**config.mk**
```make
export PLATFORM = sky130hd
export DESIGN_NAME = capture_trigger
export DESIGN_NICKNAME = d
export VERILOG_FILES = /design/src/rtl/capture_trigger.sv
export SDC_FILE = /design/constraint.sdc
export NUM_CORES = 1
export LEC_CHECK = 0
export ABC_AREA = 1
export CORE_ASPECT_RATIO = 0.7
export CORE_MARGIN = 2
export CORE_UTILIZATION = 30
export DETAILED_ROUTE_END_ITERATION = 10
export PLACE_DENSITY = 0.6
export SYNTH_ARGS = -nofsm -noshare
export SYNTH_HDL_FRONTEND = slang
export SYNTH_SLANG_ARGS = --single-unit
```
**constraint.sdc**
```tcl
create_clock -name clk -period 4.2 [get_ports clk]
set_clock_uncertainty 0.2 [all_clocks]
set_input_delay 0.84 -clock clk [delete_from_list [all_inputs] [get_ports clk]]
set_output_delay 0.84 -clock clk [all_outputs]
set_load 0.005 [all_outputs]
```
**src/rtl/capture_trigger.sv**
```systemverilog
// Capture front-end: decimates the ADC stream, waits for a rising crossing of
// a latched level, then strobes exactly DEPTH samples to the RAM writer.
module capture_trigger #(
  parameter int DATA_W  = 10,
  parameter int DEPTH   = 65536,
  parameter int DECIM_W = 8
) (
  input  logic              clk,
  input  logic              rst_n,
  input  logic [DATA_W-1:0] adc_data,
  input  logic              adc_valid,
  input  logic              arm,
  input  logic              abort,
  input  logic [DATA_W-1:0] level,
  input  logic [DECIM_W-1:0] decim,
  output logic [DATA_W-1:0] signal_out,
  output logic              mem_valid,
  output logic              busy,
  output logic              done,
  output logic [1:0]        state
);
  localparam int CNT_W = $clog2(DEPTH) + 1;

  typedef enum logic [1:0] {IDLE = 2'd0, ARMED = 2'd1, CAPTURE = 2'd2, DONE = 2'd3} state_t;

  state_t             st_q, st_d;
  logic [DATA_W-1:0]  lvl_q, prev_q;
  logic               prev_vld;
  logic [DECIM_W-1:0] decim_q, dec_cnt, dec_max;
  logic [CNT_W-1:0]   cnt_q;
  logic               run, keep, trig, emit, last;

  always_comb begin
    run     = (st_q == ARMED) || (st_q == CAPTURE);
    dec_max = (decim_q == '0) ? '0 : decim_q - DECIM_W'(1);
    keep    = run && adc_valid && (dec_cnt == '0);
    trig    = keep && prev_vld && (prev_q < lvl_q) && (adc_data >= lvl_q);
    // the trigger sample itself is output sample 0
    emit    = !abort && (((st_q == ARMED) && trig) || ((st_q == CAPTURE) && keep));
    last    = (cnt_q == CNT_W'(DEPTH - 1));
  end

  always_comb begin
    st_d = st_q;
    case (st_q)
      IDLE:    if (arm && !abort) st_d = ARMED;
      ARMED:   if (abort) st_d = IDLE;
               else if (trig) st_d = last ? DONE : CAPTURE;
      CAPTURE: if (abort) st_d = IDLE;
               else if (emit && last) st_d = DONE;
      DONE:    st_d = IDLE;
      default: st_d = IDLE;
    endcase
  end

  always_ff @(posedge clk or negedge rst_n) begin
    if (!rst_n) st_q <= IDLE;
    else        st_q <= st_d;
  end

  always_ff @(posedge clk or negedge rst_n) begin
    if (!rst_n) begin
      lvl_q      <= '0;
      decim_q    <= '0;
      dec_cnt    <= '0;
      prev_q     <= '0;
      prev_vld   <= 1'b0;
      cnt_q      <= '0;
      signal_out <= '0;
      mem_valid  <= 1'b0;
    end else begin
      mem_valid <= emit;
      if (emit) begin
        signal_out <= adc_data;
        cnt_q      <= cnt_q + CNT_W'(1);
      end
      if (st_q == IDLE && arm && !abort) begin
        lvl_q    <= level;
        decim_q  <= decim;
        dec_cnt  <= '0;
        cnt_q    <= '0;
        prev_vld <= 1'b0;
      end else if (run && adc_valid) begin
        dec_cnt <= (dec_cnt == dec_max) ? '0 : dec_cnt + DECIM_W'(1);
        if (keep) begin
          prev_q   <= adc_data;
          prev_vld <= 1'b1;
        end
      end
    end
  end

  assign busy  = (st_q == ARMED) || (st_q == CAPTURE);
  assign done  = (st_q == DONE);
  assign state = st_q;
endmodule

```
==> metrics <==
pre-CTS setup slack=between 700 and 800 ps; Post-Synthesis Net Count=592; via count=3500; worst slew slack as a fraction of its limit=between 20% and 30%; clock period minus final worst setup slack=between 3000 and 4000 ps; largest family of logic cells by synthesized area=simple AND/OR/NAND/NOR gates; data arrival time of the worst path=between 3000 and 4000 ps; worst-case setup margin in the final layout=between 1000 and 1500 ps; Synth Area in Simple Gates=31.3%; Total Routing Usage GR=between 10% and 20%; area share of fa/ha/maj cells after synthesis=9.03%; commonest cells in the netlist=172 x sky130_fd_sc_hd__nand2_1, 67 x sky130_fd_sc_hd__dfrtp_1, 65 x sky130_fd_sc_hd__inv_1; Worst-Margin Slew=roughly 1100 ps; largest fanout on the critical path=12; critical path type=in -> reg; Peak supply drop=roughly 0.00026 V; # nets final=around 640; post-cts gate resize count=0; Post-CTS Setup Bufs=0; number of top-level design ports=48; xor and xnor area share after synthesis=under 10%; Worst setup startpoint=adc_data[5]; class of the tightest hold or removal check=reg -> reg; highest clock rate=about 320 MHz; library cell with the highest instance count after synthesis=sky130_fd_sc_hd__nand2_1; vias in the first global route=around 3400; CTS Buf Count=9; number of enable flip-flop cells after synthesis=0; FFs w/ async S/R, synth=100%; standard cell core area=13100 um2; power per unit of standard cell area=~600 nW/um2; total power after layout=3.01 mW; layout cells sized above 1=5.81%; endpoints failing hold=0; P_leak=2.52 nW; number of cells on the worst reg-to-reg path=13; DIE HEIGHT=between 100 and 150 um; destination of the critical timing path=cnt_q[0]; area added between synthesis and finish=23.6%; die area=14400 um2; largest net degree at the start of global routing=47; worst flop-to-flop path startpoint=state[0]; final instance count without filler cells=~750; TritonCTS clock tree=built; placer congestion estimate=~0.86; largest cells by area after synthesis=sky130_fd_sc_hd__dfrtp_1 42%, sky130_fd_sc_hd__nand2_1 16%, sky130_fd_sc_hd__ha_1 9.0%, sky130_fd_sc_hd__nand3_1 6.6%, sky130_fd_sc_hd__inv_1 6.1%; synthesized area divided by synthesized cell count=7.59 um2; yosys synthesis warning count=0; clk_lat worst skew=340 ps; antenna violations before repair=0; area fraction in compound gates after synthesis=6.63%; number of design rule violations left after detail routing=0; Data required, critical path=roughly 4300 ps; share of synthesized area spent on multiplexers=0%; number of inserted diodes=0; tightest hold margin=294 ps; total of hold buffers inserted after clock tree synthesis=0; most used flip-flop cell after synthesis=sky130_fd_sc_hd__dfrtp_1; largest area contributor in the synthesized netlist=sky130_fd_sc_hd__dfrtp_1; drt wl/cell=13.4 um; maximum level of the CTS H-tree=3; antenna-violating nets left=0; quantity of I/O buffers inserted on ports=47; First-pass DRT Iterations=4; setup repair after global routing missed its margin=no; DRT iter0 DRCs=194; wire length of the first global-routing pass=about 17 mm; std cell rows=35; wirelength, routed=~10 mm; mapped cell area=around 4000 um2; status=complete, no violations; starting density of the core=a little under a third; kind of capture point of the worst setup path=flop; final cycle utilization of the critical path=between 70% and 80%; post-synthesis sequential area ratio=between 40% and 50%; largest buffer count on any clock path=2; Yosys top cell area share=between 40% and 50%; final count of pins violating max slew=0; worst reg2reg setup slack=1280 ps; cell depth of the worst hold path=2; Die X-Extent=around 140 um; Gate Count Post-Synth=530; final-layout setup total negative slack=0 ps; clk sink count=67; Seq cells post-synth=67; R2R Path End=cnt_q[0]; sort of element at the start of the critical path=input pin; remaining global-route overflow=0; CTS clk-pin slew, worst paths=around 60 ps; count of maximum capacitance violations=0; Finish-stage setup viols=0; Clock Root Buffer=sky130_fd_sc_hd__clkbuf_16; placed cell count=around 740; HPWL reported at the end of detailed placement=7.36 mm; Netlist cell types=31; Via density=between 4 and 5
==> per-stage QoR <==
stage	utilization (%)	area, um2
floorplan	-	4020
global placement	35.3	4640
detailed placement	35.3	4640
CTS	37.8	4970
global route	37.8	4970
finish	37.8	4970
==> cell usage in the layout (no fill, tap or decap) <==
master	count
sky130_fd_sc_hd__o21ai_0	32
sky130_fd_sc_hd__a21oi_2	1
sky130_fd_sc_hd__nand2_2	3
sky130_fd_sc_hd__nand4_1	16
sky130_fd_sc_hd__o21bai_1	1
sky130_fd_sc_hd__clkinvlp_4	1
sky130_fd_sc_hd__inv_2	1
sky130_fd_sc_hd__nand3_1	53
sky130_fd_sc_hd__clkbuf_8	2
sky130_fd_sc_hd__clkinv_1	1
sky130_fd_sc_hd__a21oi_1	12
sky130_fd_sc_hd__clkdlybuf4s50_1	46
sky130_fd_sc_hd__o21ai_2	1
sky130_fd_sc_hd__nor2_2	2
sky130_fd_sc_hd__clkbuf_1	1
sky130_fd_sc_hd__and3_1	1
sky130_fd_sc_hd__a211o_1	1
sky130_fd_sc_hd__bufinv_16	2
sky130_fd_sc_hd__nand2_1	172
sky130_fd_sc_hd__or2_2	1
sky130_fd_sc_hd__buf_4	5
sky130_fd_sc_hd__clkinv_2	1
sky130_fd_sc_hd__buf_2	1
sky130_fd_sc_hd__inv_1	65
sky130_fd_sc_hd__ha_1	29
sky130_fd_sc_hd__nand2_8	1
sky130_fd_sc_hd__nor2_1	36
sky130_fd_sc_hd__xor2_1	13
sky130_fd_sc_hd__clkbuf_16	9
sky130_fd_sc_hd__nor4_1	3
sky130_fd_sc_hd__o22ai_2	1
sky130_fd_sc_hd__nand3_2	2
sky130_fd_sc_hd__nor3_1	2
sky130_fd_sc_hd__dfrtp_1	67
==> report_power, final <==
part / leakage, nW / internal [mW] / switching (mW)
Clock: 0.159 / 0.551 / 0.283
Sequential: 0.880 / 0.835 / 0.125
Combinational: 1.48 / 0.488 / 0.728
==> flip-flops by register name, indices dropped and copies added (netlist names), 2 cells and up <==
signal and cells:
dec_cnt 8, state 2, signal_out 10, cnt_q 17, lvl_q 10, prev_q 10, decim_q 8
==> worst min path at each step <==
stage / startpoint / end / slack (ps)
CTS: prev_q[2] / prev_q[2] / 290
global route: prev_q[7] / prev_q[7] / 320
floorplan: prev_q[1] / prev_q[1] / 250
detailed placement: prev_q[2] / prev_q[2] / 280
finish: prev_q[2] / prev_q[2] / 290
global placement: prev_q[0] / prev_q[0] / 270
==> layer usage <==
metal  global-route usage, %  routed length [um]  part of all wire (%)
met5                       0                   0                     0
met4                    4.57                 140                   1.4
met3                    4.42                 498                   4.9
met2                    22.1                4010                    40
met1                    22.9                5420                    54
==> kinds of logic after synthesis <==
| kind of cell | Yosys count |
|---|---|
| adders and majority gates | 29 |
| DFF | 67 |
| xor gates and xnor gates | 13 |
| buffers and inverters | 80 |
| and+or+nand+nor | 292 |
| AOI/OAI and AO/OA | 49 |
==> worst max-delay path, stage by stage <==
cell and delay [ps]:
sky130_fd_sc_hd__clkdlybuf4s50_1 470, sky130_fd_sc_hd__ha_1 340, sky130_fd_sc_hd__nand2_1 130, sky130_fd_sc_hd__inv_1 50
sky130_fd_sc_hd__nand2_1 70, sky130_fd_sc_hd__nand2_1 50, sky130_fd_sc_hd__nand2_1 50, sky130_fd_sc_hd__nand4_1 120
sky130_fd_sc_hd__nand3_2 250, sky130_fd_sc_hd__nand3_1 410, sky130_fd_sc_hd__inv_1 230, sky130_fd_sc_hd__nand2_1 80
sky130_fd_sc_hd__o21ai_2 60
==> final cells by class <==
| cell class | count | area, um2 |
|---|---|---|
| Inverter | 67 | 251 |
| Timing Repair Buffer | 52 | 503 |
| Tap cell | 166 | 208 |
| Multi-Input combinational cell | 383 | 2000 |
| Clock buffer | 12 | 256 |
| Fill cell | 1361 | 8170 |
| Sequential cell | 67 | 1680 |
| Clock inverter | 4 | 72.6 |
No activity file was read; power rests on OpenSTA's default activity.
